## config.mk

```make
export PLATFORM = sky130hd
export DESIGN_NAME = sort_feeder
export DESIGN_NICKNAME = d
export VERILOG_FILES = /design/src/rtl/sort_pkg.sv /design/src/rtl/sort_feeder.sv
export SDC_FILE = /design/constraint.sdc
export NUM_CORES = 1
export LEC_CHECK = 0
export BUFFER_PORTS_ARGS = -buffer_cell sky130_fd_sc_hd__buf_2
export CAP_MARGIN = 10
export CORE_MARGIN = 8
export CORE_UTILIZATION = 44
export DETAILED_ROUTE_END_ITERATION = 16
export PLACE_DENSITY = 0.76
export SLEW_MARGIN = 20
export SYNTH_ARGS = -nofsm -noshare
export SYNTH_HDL_FRONTEND = slang
export SYNTH_SLANG_ARGS = --single-unit
```

## constraint.sdc

```tcl
create_clock -name clk -period 3.5 [get_ports clk]
set_clock_uncertainty 0.15 [all_clocks]
set_input_delay 0.175 -clock clk [delete_from_list [all_inputs] [get_ports clk]]
set_output_delay 0.175 -clock clk [all_outputs]
set_load 0.01 [all_outputs]
```

## src/rtl/sort_pkg.sv

```systemverilog
// Shared definitions for the insertion sorter and its feeder: default sizes,
// feeder state encoding and index width.
package sort_pkg;

   localparam int SORT_N  = 8;
   localparam int SORT_DW = 8;
   localparam int SORT_IW = $clog2(SORT_N);

   typedef enum logic [1:0] {
      IDLE  = 2'd0,
      CLEAR = 2'd1,
      PUSH  = 2'd2,
      GAP   = 2'd3
   } sort_state_e;

endpackage

```

## src/rtl/sort_feeder.sv

```systemverilog
// Feeds one packed word into the insertion sorter element by element and
// captures the sorted outputs. Optional SORT_FEED_MINMAX_EN adds min/max/span.
module sort_feeder
   import sort_pkg::*;
#(
   parameter int DW = SORT_DW,
   parameter int N  = SORT_N
) (
   input  logic            clk,
   input  logic            rst,
   input  logic            start,
   input  logic            abort,
   input  logic [N*DW-1:0] data_word,
   output logic            busy,
   output logic            done,
   output logic [N*DW-1:0] result,
   output logic            sort_clear,
   output logic            sort_en,
   output logic [DW-1:0]   sort_in,
   input  logic [N*DW-1:0] small_flat,
`ifdef SORT_FEED_MINMAX_EN
   output logic [DW-1:0]   min_val,
   output logic [DW-1:0]   max_val,
   output logic [DW-1:0]   span,
`endif
   output sort_state_e     state_dbg
);

   // Handshake: start is taken only in IDLE (busy low); busy stays high for
   // the whole job and done pulses for one cycle when result is refreshed.
   // abort drops a running job without touching result.

   localparam int IW = (N > 1) ? $clog2(N) : 1;

   sort_state_e     state, state_next;
   logic [IW-1:0]   index;
   logic [IW-1:0]   push_idx;
   logic [N*DW-1:0] data_q;
   logic            last;
   logic            accept;
   logic            capture;
   logic            busy_d, clear_d, en_d, done_d;
   logic [DW-1:0]   sort_in_d;

   assign last      = (index == IW'(N - 1));
   assign accept    = (state == IDLE) && start && !abort;
   assign state_dbg = state;

   always_ff @(posedge clk or negedge rst) begin
      if (!rst) state <= IDLE;
      else      state <= state_next;
   end

   always_comb begin
      state_next = state;
      if (state != IDLE && abort) begin
         state_next = IDLE;
      end else begin
         case (state)
            IDLE:    if (accept) state_next = CLEAR;
            CLEAR:   state_next = PUSH;
            PUSH:    state_next = GAP;
            GAP:     state_next = last ? IDLE : PUSH;
            default: state_next = IDLE;
         endcase
      end
   end

   // Outputs are decoded from the next state and registered, so each control
   // line is high exactly in the cycle its state occupies.
   always_comb begin
      capture   = (state == GAP) && last && !abort;
      busy_d    = (state_next != IDLE);
      clear_d   = (state_next == CLEAR);
      en_d      = (state_next == PUSH);
      done_d    = capture;
      push_idx  = (state == GAP) ? index + 1'b1 : index;
      sort_in_d = sort_in;
      if (state_next == PUSH) sort_in_d = data_q[DW*push_idx +: DW];
   end

   always_ff @(posedge clk or negedge rst) begin
      if (!rst) begin
         busy       <= 1'b0;
         done       <= 1'b0;
         sort_clear <= 1'b0;
         sort_en    <= 1'b0;
         sort_in    <= '0;
         result     <= '0;
         index      <= '0;
         data_q     <= '0;
      end else begin
         busy       <= busy_d;
         done       <= done_d;
         sort_clear <= clear_d;
         sort_en    <= en_d;
         sort_in    <= sort_in_d;
         if (accept) begin
            data_q <= data_word;
            index  <= '0;
         end else if (state == GAP && !last && !abort) begin
            index <= index + 1'b1;
         end
         if (capture) result <= small_flat;
      end
   end

`ifdef SORT_FEED_MINMAX_EN
   // Sorter outputs are ascending, so the top element never underflows span.
   always_ff @(posedge clk or negedge rst) begin
      if (!rst) begin
         min_val <= '0;
         max_val <= '0;
         span    <= '0;
      end else if (capture) begin
         min_val <= small_flat[DW-1:0];
         max_val <= small_flat[N*DW-1 -: DW];
         span    <= small_flat[N*DW-1 -: DW] - small_flat[DW-1:0];
      end
   end
`endif

endmodule
```

### After elaboration in Yosys (flattened, before gate mapping)

Cells that the tools add are included.

| storage, ports and cells | value |
|---|---|
| bits in registers | 145 |
| output and inout port bits | 78 |

| operators by class | value |
|---|---|
| add/sub/neg operators | 1 |
| equal/unequal tests | 6 |
| shift operators | 1 |
| multiplexer cells | 7 |
| reductions and logical operators | 13 |

Operators with widths:

| kind | number |
|---|---|
| 64-bit by 7-bit variable part select with 8-bit output | 1 |
| 3-bit two-way mux | 3 |
| 2-bit one-hot mux with 4 select lines | 1 |
| 1-bit logical AND | 7 |
| 2-bit equality test (second input constant) | 3 |
| 2-bit two-way mux | 3 |
| 2-bit nonzero test | 3 |
| 2-bit by 1-bit equality test with 1-bit output (second input constant) | 2 |
| 3-bit by 1-bit adder with 3-bit output (second input constant) | 1 |
| 3-bit equality test (second input constant) | 1 |
| 1-bit logical NOT | 2 |
| 2-bit logical NOT | 1 |

### Logic depth before layout (Yosys ltp)

| logic depth | value |
|---|---|
| word-level depth | 7 |
| mapped depth | 7 |
| depth with buffers taken out | 6 |

### Worst setup path after synthesis

No wires, ideal clock.

| timing | value |
|---|---|
| path kind | reg-to-reg |
| start | register index[1] |
| end | register sort_in[0] |
| setup time | 0.087 ns |
| arrival | 1.907 ns |
| slack | 1.355 ns |
| stages on the path, launching flop included | 7 |
| path buffers | 0 |
| clock period less this slack | 2.145 ns |
| cells stage by stage | dfrtp_1 > ha_1 > ha_1 > or3b_4 > a2111oi_4 > o21ai_1 > o211ai_1 |

| on the way | value |
|---|---|
| word-level cells in the longest chain between the ends | 5 |
| elaborated cells between the ends (all ways) | 8 |
| classes of those cells | add/sub (1); eq/ne (2); shift (1); mux (4) |

Ends and longest elaborated chain:

| what | line | source |
|---|---|---|
| start: declaration | sort_feeder.sv:36 | `logic [IW-1:0] index;` |
| start signal: assignment | sort_feeder.sv:102 | `index <= index + 1'b1;` |
| parallel branches: the longest is 5 deep, another holds 3-bit by 1-bit adder with 3-bit output | - |  |
| end signal: assignment | sort_feeder.sv:97 | `sort_in <= sort_in_d;` |
| end: declaration | sort_feeder.sv:19 | `output logic [DW-1:0] sort_in,` |

Several ways; the timed one is not identified.
A chain may end at the register's enable or synchronous reset.

### Worst setup path after layout

| timing | value |
|---|---|
| start | register index[0] |
| end | register sort_in[6] |

The elaborated chain is that of the path after synthesis.

==> results by group <==
Power
  – Peak VDD IR: 0.327 mV
  – Static Leak: around 4.7 nW
  – Pwr dens: 482 mW/mm^2

Logic synthesis
  – Synth Register Bits: 145
  – Sequential share of the synthesized area: 56.8%
  – Netlist cell types: 44
  – Fraction of registers with async set/reset: 100%
  – Mapped cell area: roughly 0.0064 mm^2
  – Syn_area_per_cell: 14.4 um^2
  – Ys flop type: dfrtp_1
  – Post-Syn Instances: 444
  – Syn_nets: 578
  – YS warnings: 0
  – Post-synth EDFFs: 0

Worst setup path
  – Worst Setup Start Kind: flop
  – Crit-path leading delay family: compound AO/OA/AOI/OAI gates
  – Crit-path max FO: 11
  – Crit Reg-Reg Endpoint: sort_in[6]$_DFFE_PN0N_
  – Worst Path Arrival: 2.71 ns
  – WP buf/inv: 0
  – CP most frequent cell: ha_1
  – Setup slack, reg-to-reg: between 0.9 and 1 ns
  – CP cell instances: ha_1 > ha_1 > or3b_4 > a2111oi_4 > o21ai_1 > o211ai_1
  – RR Startpoint: index[0]$_DFFE_PN0P_
  – Reg2Reg Depth: 6
  – Req. time, crit path: around 3.7 ns
  – Slowest cell on the critical path: a2111oi_4
  – Setup crit end kind: flop
  – Critical Path Max Stage Delay: approximately 0.52 ns
  – Setup CP Type: flop to flop

GRT
  – Global-route wire length before repair: 29200 um
  – Antenna violations before repair: 2
  – Overflow left after global routing: 0
  – GRT Util Overall: 20.1%
  – Vias in the first global route: 5650
  – Pin count of the biggest net entering global routing: 116

Clock tree
  – CTS tree: yes
  – Clock latency on the worst-skew pair: 0.40 ns
  – Clk pin slew, worst setup/hold paths: roughly 0.060 ns
  – Clk root buf: clkbuf_16
  – CTS Buf Count: 17
  – Setup bufs post-CTS: 0
  – CTS Sinks: 145
  – Clock Tree Buf Depth: 2
  – H-tree Lvls: 4

Routing
  – Routed WL: ~18000 um
  – Drt pass-1 iters: 4
  – Highest routed layer: met4
  – Drt initial violations: between 200 and 300
  – Average wire per standard cell: 18.6 um
  – Routed met2 length: about 9500 um
  – Routed length on met3: roughly 950 um
  – Via density: approximately 5.2
  – Drc violations: 0
  – Vias: 5065
  – Met1 WL: 7120 um
  – Antenna Violating Nets Remaining: 0

Die
  – Row Count: 44
  – Die span in x: 136 um
  – Initial Utilization: ~44%
  – Die Ht: approximately 140 um
  – Die ar.: 0.0186 mm^2
  – Core ar.: ~0.014 mm^2
  – IO Pins: 210

Timing
  – Final Max Slew Viols: 0
  – Slew HR: 40.4%
  – Worst-margin pin slew: approximately 0.9 ns
  – Tmin final: between 2 and 3 ns
  – Final critical-path share of the clock period: 72.8%
  – Final hold violations: 0
  – Achievable Freq: approximately 0.39 GHz
  – RSZ-0062 raised after global routing: false
  – Final setup fails: 0
  – Sum of negative setup slack: 0 ns

Cells and area
  – Share of layout cells above drive strength 1: 40.9%
  – Final Non-Filler Cells: ~1000
  – # nets final: 918
  – # fillers: about 1.0k
  – FF/Latch Area: 0.00363 mm^2
  – Area Overhead vs Synth: 48.1%
  – Area used by multi-input combinational logic: 0.00260 mm^2

Placement
  – Hpwl dp: between 10000 and 15000 um
  – Placed cell count: 817
  – Final Wtd Congestion: 0.840
  – Port Buffer Count: 209

Worst hold path
  – Min-Delay Path Class: input pin to async pin

Flow run
  – Max-cap violation count: 0

Run status
  – Status: finished, final reports clean
==> layout make-up <==
cell class	count	share of cell area (%)
inverter	3	0.119
tap	184	2.43
sequential	145	38.4
clock inverter	10	0.952
clock buffer	19	4.79
multi-input combinational	269	27.4
timing repair buffer	348	25.8
antenna	4	0.106
==> cell usage after synthesis (2+ instances only) <==
cell type | instances | area share, %
clkbuf_1 | 4 | 0.24
a21boi_0 | 8 | 0.94
a22oi_1 | 16 | 1.9
nand2b_1 | 2 | 0.20
and3_1 | 8 | 0.78
nor2_1 | 7 | 0.41
a21oi_1 | 3 | 0.24
nand2_1 | 6 | 0.35
o211ai_1 | 7 | 0.82
buf_4 | 7 | 0.82
mux2i_1 | 41 | 6.4
dfrtp_1 | 145 | 57
mux2_2 | 69 | 12
ha_1 | 2 | 0.39
nor3_1 | 2 | 0.16
o21ai_1 | 8 | 0.63
a32oi_1 | 7 | 0.96
or2_2 | 2 | 0.20
inv_1 | 3 | 0.18
and2_1 | 2 | 0.20
mux2_1 | 59 | 10
buf_2 | 14 | 1.1
==> cells in the final DEF, fill, tap and decap left out, types with 3 or more instances in the layout <==
master and n:
clkinvlp_4 3, nor2_1 7, diode_2 4, clkbuf_16 17, dlygate4sd3_1 132, nand2_1 5
a21boi_0 8, mux2i_1 41, clkinv_2 4, buf_4 6, buf_2 208, o21ai_1 8
clkbuf_8 3, mux2_2 69, and3_1 8, a21oi_1 3, o211ai_1 7, inv_1 3
a22oi_1 16, mux2_1 59, dfrtp_1 145, a32oi_1 7
==> flip-flops by register name, summed over array words and instances, names as in the netlist <==
signal      flops
data_q         64
result         64
sort_in         8
index           3
state_dbg       2
busy            1
done            1
sort_clear      1
sort_en         1
==> repair_timing <==
item,in CTS,in global routing
endpoints found under the setup margin,0,0
gates resized for setup,0,0
hold buffers,132,0
hold endpoints to repair,243,0
==> cells by family after synthesis <==
family / share of synthesized area, %
adder cells (fa/ha/maj): 0.392
multiplexers: 29.3
flip-flops: 56.8
AND/OR/NAND/NOR: 3.80
buffers and inverters: 2.57
XOR/XNOR: 0.137
AO/OA/AOI/OAI: 6.94
==> power breakdown <==
group	internal (W)	switching (W)
registers	0.00190	0.000173
logic	0.000477	0.000355
clock network	0.000999	0.000662
total	0.00337	0.00119
==> routing by layer <==
metal | global-route usage (%) | up-vias
li1 | - | 2307
met1 | 23.2 | 2522
met2 | 33.4 | 181
met3 | 5.28 | 55
met4 | 10.7 | 0
met5 | 0 | -
==> how the worst max path moves through the flow <==
stage / startpoint / to / slack, ns / depth (start not counted)
3_3_place_gp: index[0]$_DFFE_PN0P_ / result[7]$_DFFE_PN0P_ / 1.11 / 5
5_1_grt: index[0]$_DFFE_PN0P_ / sort_in[3]$_DFFE_PN0N_ / 0.84 / 6
3_5_place_dp: index[0]$_DFFE_PN0P_ / sort_in[6]$_DFFE_PN0N_ / 0.98 / 6
6_report: index[0]$_DFFE_PN0P_ / sort_in[6]$_DFFE_PN0N_ / 0.95 / 6
4_1_cts: index[0]$_DFFE_PN0P_ / sort_in[6]$_DFFE_PN0N_ / 0.96 / 6
2_1_floorplan: index[1]$_DFFE_PN0P_ / sort_in[0]$_DFFE_PN0N_ / 1.36 / 6
==> stage by stage <==
step                total power (W)  util [%]  instance area, um^2  setup slack (ns)  hold WS (ns)
finish                      0.00456      65.8                 9460             0.953         0.287
floorplan                   0.00250         -                 6390              1.36        -0.271
detailed placement          0.00280      52.8                 7580             0.980         0.241
CTS                         0.00460      65.8                 9450             0.958         0.337
global route                0.00479      65.8                 9460             0.837         0.345
global placement            0.00277      52.8                 7580              1.11         0.236
Power figures use the tool's default switching activity.
